`config.mk`:
```
export PLATFORM = sky130hd
export DESIGN_NAME = dict_expander
export DESIGN_NICKNAME = d
export VERILOG_FILES = /design/src/rtl/dict_pkg.sv /design/src/rtl/dict_expander.sv
export SDC_FILE = /design/constraint.sdc
export NUM_CORES = 1
export LEC_CHECK = 0
export BUFFER_PORTS_ARGS = -buffer_cell sky130_fd_sc_hd__buf_2
export CAP_MARGIN = 20
export CORE_MARGIN = 8
export CORE_UTILIZATION = 35
export DETAILED_ROUTE_END_ITERATION = 7
export HOLD_SLACK_MARGIN = 0.12
export REMOVE_ABC_BUFFERS = 1
export SLEW_MARGIN = 30
export SYNTH_ARGS = -nofsm -noshare
export SYNTH_HDL_FRONTEND = slang
export SYNTH_SLANG_ARGS = --single-unit
```
`constraint.sdc`:
```
create_clock -name clk -period 3.27 [get_ports clk]
set_clock_uncertainty 0.15 [all_clocks]
set_input_delay 0.1635 -clock clk [delete_from_list [all_inputs] [get_ports clk]]
set_output_delay 0.1635 -clock clk [all_outputs]
set_load 0.005 [all_outputs]
```
`src/rtl/dict_pkg.sv`:
```
// Shared definitions for the dictionary expander: FSM state encoding, size limits
// and the byte-lane mask helpers used when forming output beats.
package dict_pkg;

  localparam int MAX_LEN         = 64;
  localparam int DICT_WORD_BYTES = 16;
  localparam int LIT_MAX_BYTES   = 8;

  typedef enum logic [2:0] {
    IDLE    = 3'd0,
    LIT     = 3'd1,
    REQ     = 3'd2,
    WAIT    = 3'd3,
    EMIT_LO = 3'd4,
    EMIT_HI = 3'd5
  } state_e;

  // Contiguous low-byte mask with n lanes set; n of 8 or more saturates to all lanes.
  function automatic logic [7:0] keep_mask(input logic [3:0] n);
    logic [7:0] m;
    m = 8'h00;
    for (int i = 0; i < 8; i++) begin
      m[i] = (4'(i) < n);
    end
    return m;
  endfunction

  function automatic logic [3:0] beat_bytes(input logic [7:0] rem);
    return (rem > 8'd8) ? 4'd8 : rem[3:0];
  endfunction

endpackage

```
`src/rtl/dict_expander.sv`:
```
// Expands literal and dictionary-reference tokens into a byte stream, fetching
// dictionary patterns from HBM one 16-byte word at a time.
module dict_expander #(
  parameter int DATA_WIDTH = 64,
  parameter int HBM_WIDTH  = 128,
  parameter int MAX_LEN    = dict_pkg::MAX_LEN
) (
  input  logic                    clk,
  input  logic                    rst_n,
  input  logic                    tok_valid,
  output logic                    tok_ready,
  input  logic                    tok_is_match,
  input  logic [31:0]             tok_id,
  input  logic [7:0]              tok_len,
  input  logic [DATA_WIDTH-1:0]   tok_literal,
  output logic                    hbm_rd_valid,
  output logic [31:0]             hbm_rd_addr,
  input  logic                    hbm_rd_rdy,
  input  logic                    hbm_rsp_valid,
  input  logic [HBM_WIDTH-1:0]    hbm_rsp_data,
  output logic [DATA_WIDTH-1:0]   out_data,
  output logic [DATA_WIDTH/8-1:0] out_keep,
  output logic                    out_valid,
  input  logic                    out_ready,
  output logic                    err_len,
  output logic [31:0]             bytes_out
);

  import dict_pkg::*;

  state_e                    r_state;
  logic [31:0]               r_addr;
  logic [7:0]                r_rem;
  logic [DATA_WIDTH-1:0]     r_out_data;
  logic [DATA_WIDTH/8-1:0]   r_out_keep;
  logic [3:0]                r_beat_bytes;
  logic [DATA_WIDTH-1:0]     r_hi;
  logic                      r_err_len;
  logic [31:0]               r_bytes_out;

  logic                      w_len_bad;
  logic                      w_beat_fire;
  logic [7:0]                w_rem_next;
  logic [3:0]                w_next_bytes;
  logic [3:0]                w_rsp_bytes;
  logic                      w_unused_id;

  assign w_len_bad = (tok_len == 8'd0) ||
                     (!tok_is_match && (tok_len > 8'(LIT_MAX_BYTES))) ||
                     ( tok_is_match && (tok_len > 8'(MAX_LEN)));

  assign w_beat_fire  = out_valid && out_ready;
  assign w_rem_next   = r_rem - {4'b0000, r_beat_bytes};
  assign w_next_bytes = beat_bytes(w_rem_next);
  assign w_rsp_bytes  = beat_bytes(r_rem);
  assign w_unused_id  = &{1'b0, tok_id[31:24]};

  // Gating with rst_n keeps the token port closed while reset is held.
  assign tok_ready    = rst_n && (r_state == IDLE);
  assign hbm_rd_valid = (r_state == REQ);
  assign hbm_rd_addr  = r_addr;
  assign out_valid    = (r_state == LIT) || (r_state == EMIT_LO) || (r_state == EMIT_HI);
  assign out_data     = r_out_data;
  assign out_keep     = r_out_keep;
  assign err_len      = r_err_len;
  assign bytes_out    = r_bytes_out;

  always_ff @(posedge clk or negedge rst_n) begin
    if (!rst_n) begin
      r_state      <= IDLE;
      r_addr       <= 32'd0;
      r_rem        <= 8'd0;
      r_out_data   <= '0;
      r_out_keep   <= '0;
      r_beat_bytes <= 4'd0;
      r_hi         <= '0;
      r_err_len    <= 1'b0;
      r_bytes_out  <= 32'd0;
    end else begin
      case (r_state)
        IDLE: begin
          if (tok_valid) begin
            if (w_len_bad) begin
              r_err_len <= 1'b1;
            end else if (tok_is_match) begin
              r_addr  <= {6'b000000, tok_id[23:0], 2'b00};
              r_rem   <= tok_len;
              r_state <= REQ;
            end else begin
              r_out_data   <= tok_literal;
              r_out_keep   <= keep_mask(tok_len[3:0]);
              r_beat_bytes <= tok_len[3:0];
              r_state      <= LIT;
            end
          end
        end
        LIT: begin
          if (out_ready) r_state <= IDLE;
        end
        REQ: begin
          if (hbm_rd_rdy) r_state <= WAIT;
        end
        // Responses outside WAIT are never looked at, so a stale reply cannot leak out.
        WAIT: begin
          if (hbm_rsp_valid) begin
            r_out_data   <= hbm_rsp_data[DATA_WIDTH-1:0];
            r_hi         <= hbm_rsp_data[HBM_WIDTH-1:DATA_WIDTH];
            r_beat_bytes <= w_rsp_bytes;
            r_out_keep   <= keep_mask(w_rsp_bytes);
            r_state      <= EMIT_LO;
          end
        end
        EMIT_LO: begin
          if (out_ready) begin
            r_rem <= w_rem_next;
            if (w_rem_next == 8'd0) begin
              r_state <= IDLE;
            end else begin
              r_out_data   <= r_hi;
              r_beat_bytes <= w_next_bytes;
              r_out_keep   <= keep_mask(w_next_bytes);
              r_state      <= EMIT_HI;
            end
          end
        end
        EMIT_HI: begin
          if (out_ready) begin
            r_rem <= w_rem_next;
            if (w_rem_next == 8'd0) begin
              r_state <= IDLE;
            end else begin
              r_addr  <= r_addr + 32'd1;
              r_state <= REQ;
            end
          end
        end
        default: r_state <= IDLE;
      endcase

      if (w_beat_fire) r_bytes_out <= r_bytes_out + 32'(r_beat_bytes);
    end
  end

endmodule

```
==> results.env <==
SYNTH_TOP_CELLS_BY_COUNT='215 x sky130_fd_sc_hd__dfrtp_1, 130 x sky130_fd_sc_hd__nand2_1, 125 x sky130_fd_sc_hd__a21oi_1, 98 x sky130_fd_sc_hd__o21ai_0, 67 x sky130_fd_sc_hd__a22o_1'
MIN_TCLK_POST_ROUTE_PS=3140
SYNTHARSTFLOPSHARE_PCT=100
REG2REG_SLACK_PS=130
WORST-ENDPOINT-REQUIRED_PS=3520
FRACTION_OF_FINAL_LAYOUT_CELLS_WITH_DRIVE_STRENGTH_GREATER_THAN_1_PCT=31.8
CORE-AREA_UM2=30300
TOP_CELL_TYPE_S_SHARE_OF_SYNTHESIZED_AREA_PCT=50.3
VDD_IR_DROP_MAX_mV=0.526
DPL.HPWL_UM=26200
FIRST_GLOBAL_VIAS=11100
DESIGN.DIE.AREA_UM2=36400
MIN-DELAY-PATH-CLASS='in -> async'
SLACK_OF_THE_CRITICAL_PATH_PS=131
GLOBAL_ROUTE.USAGE.TOTAL_PCT=20.5
DIE_W_UM=191
YOSYS-TOP-CELLS-AREA='sky130_fd_sc_hd__dfrtp_1 50%, sky130_fd_sc_hd__mux2_2 6.8%, sky130_fd_sc_hd__a21oi_1 5.9%'
DRT_PASS1_ITERATIONS=5
PLACE.PORT_BUFFERS=370
DR.FIRST_ITER.DRC_COUNT=690
SIGNAL_ARRIVAL_TIME_AT_THE_WORST_ENDPOINT_PS=3390
POWER_LEAKAGE_uW=0.00781
CLOCK.FMAX_GHz=0.319
ENDPOINT_KIND='register'
YOSYS.AREA.TOP_TYPE='sky130_fd_sc_hd__dfrtp_1'
CORE.ROWCOUNT=64
DESIGN.FINAL.NETS=1916
POSTSYNTHCELLCOUNT=1075
SYNTH_AREA_PER_CELL_UM2=9.94
PLACE_CONGESTION=0.873
RUN_STATUS='finished, final reports clean'
GRT_ANTENNA_BEFORE_REPAIR=11
CHIPHEIGHT_UM=191
BOUNDARYPINS=379
AREAGROWTHSYNTHTOFINISH_PCT=52.6
FINAL_MIN_PERIOD_OVER_CLOCK_PERIOD_PCT=96.0
SEQ_AREA_FRAC_SYNTH_PCT=50.3
TIMING_MAX_TRANSITION_VIOLATIONS_FINAL=0
NUMCLOCKSINKS=215
WORST_SKEW_PAIR.LATE_LATENCY_PS=540
INITIAL_CORE_UTIL_PCT=35.2
CTS-HTREE-LEVELS=1
YOSYS_WARNINGS=0
GRT_FIRST_PASS_WIRELENGTH_UM=60800
VIA_COUNT=10700
POSTROUTEWIRELENGTH_UM=39000
CRIT_PATH_CLASS='reg -> reg'
PLACE.DETAILED.INSTANCES=1798
FINAL.HOLD.WORST_SLACK_PS=121
SYNTH-EDFF-COUNT=0
WORST-PATH-MAX-FANOUT=7
OVERFLOW=0
SYNTHDISTINCTLIBCELLS=65
POWERDENSITY_nW_PER_UM2=767
SYNTH-MAIN-FF-CELL='sky130_fd_sc_hd__dfrtp_1'
FINALSETUPVIOLATIONS=0
FIN_SETUP_TNS_PS=0
SLEW-LIMIT-HEADROOM_PCT=55.1
MAX-CAP-VIOLATIONS=0
TIMING.CRITICAL_PATH.FROM_TYPE='register'
PRE_CTS_SLACK_PS=103
CLOCK_SLEW_AT_REPORTED_PATH_FFS_PS=60
WORSTREGTOREGCELLS=11
DRC_ERRORS=0
FILLERS=2640
CTS.PATH.MAX_BUFFERS=3
DRT-VIAS-PER-INSTANCE=5.14
GRT_SETUP_UNREPAIRED='yes'
CTSROOTBUFFERMASTER='sky130_fd_sc_hd__clkbuf_16'
FINALHOLDVIOLATIONS=0
CTS_BUFFERS=26
SYNTHMOSTINSTANTIATEDCELL='sky130_fd_sc_hd__dfrtp_1'
STDCELL_COUNT=2086
CTS_TREE='done'
AVGROUTEDWIREPERCELL_UM=18.7
WORST_PIN_SLEW_PS=673
POSTROUTEANTENNANETS=0
SYNTH.CELL_AREA_UM2=10700
PIN_COUNT_OF_THE_BIGGEST_NET_ENTERING_GLOBAL_ROUTING=79
YOSYS_REGISTER_BITS=215
## per-stage QoR
stage               utilization, %  power, uW  cell area (um2)
floorplan                        -       7070            10400
global placement              43.0       8910            13000
detailed placement            43.0       9030            13000
CTS                           53.5      12500            16300
global route                  53.7      13400            16300
finish                        53.7      12500            16300
## report_power, final
part	internal [uW]	switching [uW]	total [uW]
clock network	1690	1160	2860
logic	2540	2590	5140
registers	3730	796	4520
## cell families (layout without fill, tap and decap cells)
logic type,Yosys count,in the layout,share of synthesized area [%]
adder cells (fa/ha/maj),11,11,1.43
other,0,5,0
AND/OR/NAND/NOR,279,279,12.4
buffers and inverters,91,701,3.75
multiplexers,71,71,7.43
XOR/XNOR,34,34,2.79
flip-flops,215,215,50.3
AO/OA/AOI/OAI,374,374,21.9
## final cells by class
| cell class | count | area [um2] | area share (%) |
|---|---|---|---|
| Clock inverter | 11 | 95.1 | 0.583 |
| Sequential cell | 215 | 5380 | 33.0 |
| Antenna cell | 5 | 12.5 | 0.0767 |
| Clock buffer | 36 | 758 | 4.65 |
| Inverter | 19 | 71.3 | 0.437 |
| Multi-Input combinational cell | 769 | 4950 | 30.4 |
| Tap cell | 396 | 495 | 3.04 |
| Timing Repair Buffer | 635 | 4540 | 27.9 |
## cells in the final DEF, fill, tap and decap left out, types with 12 or more instances in the layout
master	synthesis	layout
sky130_fd_sc_hd__a21oi_1	125	125
sky130_fd_sc_hd__a22o_1	67	67
sky130_fd_sc_hd__buf_2	15	369
sky130_fd_sc_hd__buf_4	4	25
sky130_fd_sc_hd__clkbuf_16	0	27
sky130_fd_sc_hd__dfrtp_1	215	215
sky130_fd_sc_hd__dlygate4sd3_1	0	232
sky130_fd_sc_hd__inv_1	19	19
sky130_fd_sc_hd__mux2_2	65	65
sky130_fd_sc_hd__nand2_1	130	129
sky130_fd_sc_hd__nand3_1	26	26
sky130_fd_sc_hd__nand4_1	14	14
sky130_fd_sc_hd__nor2_1	40	39
sky130_fd_sc_hd__nor3_1	12	12
sky130_fd_sc_hd__o21ai_0	98	98
sky130_fd_sc_hd__o21ai_1	14	13
sky130_fd_sc_hd__xnor2_1	20	20
sky130_fd_sc_hd__xor2_1	14	14
## critical path, stage by stage (launching register included)
cell                            delay [ps]
sky130_fd_sc_hd__dfrtp_1               370
sky130_fd_sc_hd__inv_1                  70
sky130_fd_sc_hd__ha_1                  160
sky130_fd_sc_hd__inv_1                  50
sky130_fd_sc_hd__fa_1                  400
sky130_fd_sc_hd__a21o_1                200
sky130_fd_sc_hd__and2_4                180
sky130_fd_sc_hd__o41ai_4               300
sky130_fd_sc_hd__o211a_4               260
sky130_fd_sc_hd__o21ai_0               130
sky130_fd_sc_hd__a22o_1                190
sky130_fd_sc_hd__dlygate4sd3_1         540
## registers in the layout, summed over array words and instances, names as in the netlist
name,count
out_data,64
r_hi,64
bytes_out,32
hbm_rd_addr,32
out_keep,8
r_rem,8
r_beat_bytes,3
r_state,3
err_len,1
## timing repair
action | in CTS | in global routing
endpoints found under the setup margin | 0 | 47
setup buffers | 0 | 2
endpoints found under the hold margin | 393 | 0
gates resized for setup | 0 | 2
hold buffers | 233 | 0
## final timing paths
check / start / end
worst max-delay path: r_rem[0] / r_state[1]
max in group asynchronous: rst_n / r_hi[28]
worst min register to register: out_data[10] / out_data[10]
worst max register to register: r_rem[0] / r_state[1]
min in group clk: hbm_rsp_data[64] / r_hi[0]
worst min-delay path: rst_n / bytes_out[10]
## metal layers
layer  up-vias  track usage [%]  share of wire, %
met5         -                0              0.17
met4        12             6.00               3.1
met3        96             6.55               8.8
met2       419             34.1                48
met1      5102             25.1                40
li1       5090                -                 -
Note: power is estimated with default switching activity, not from simulation.
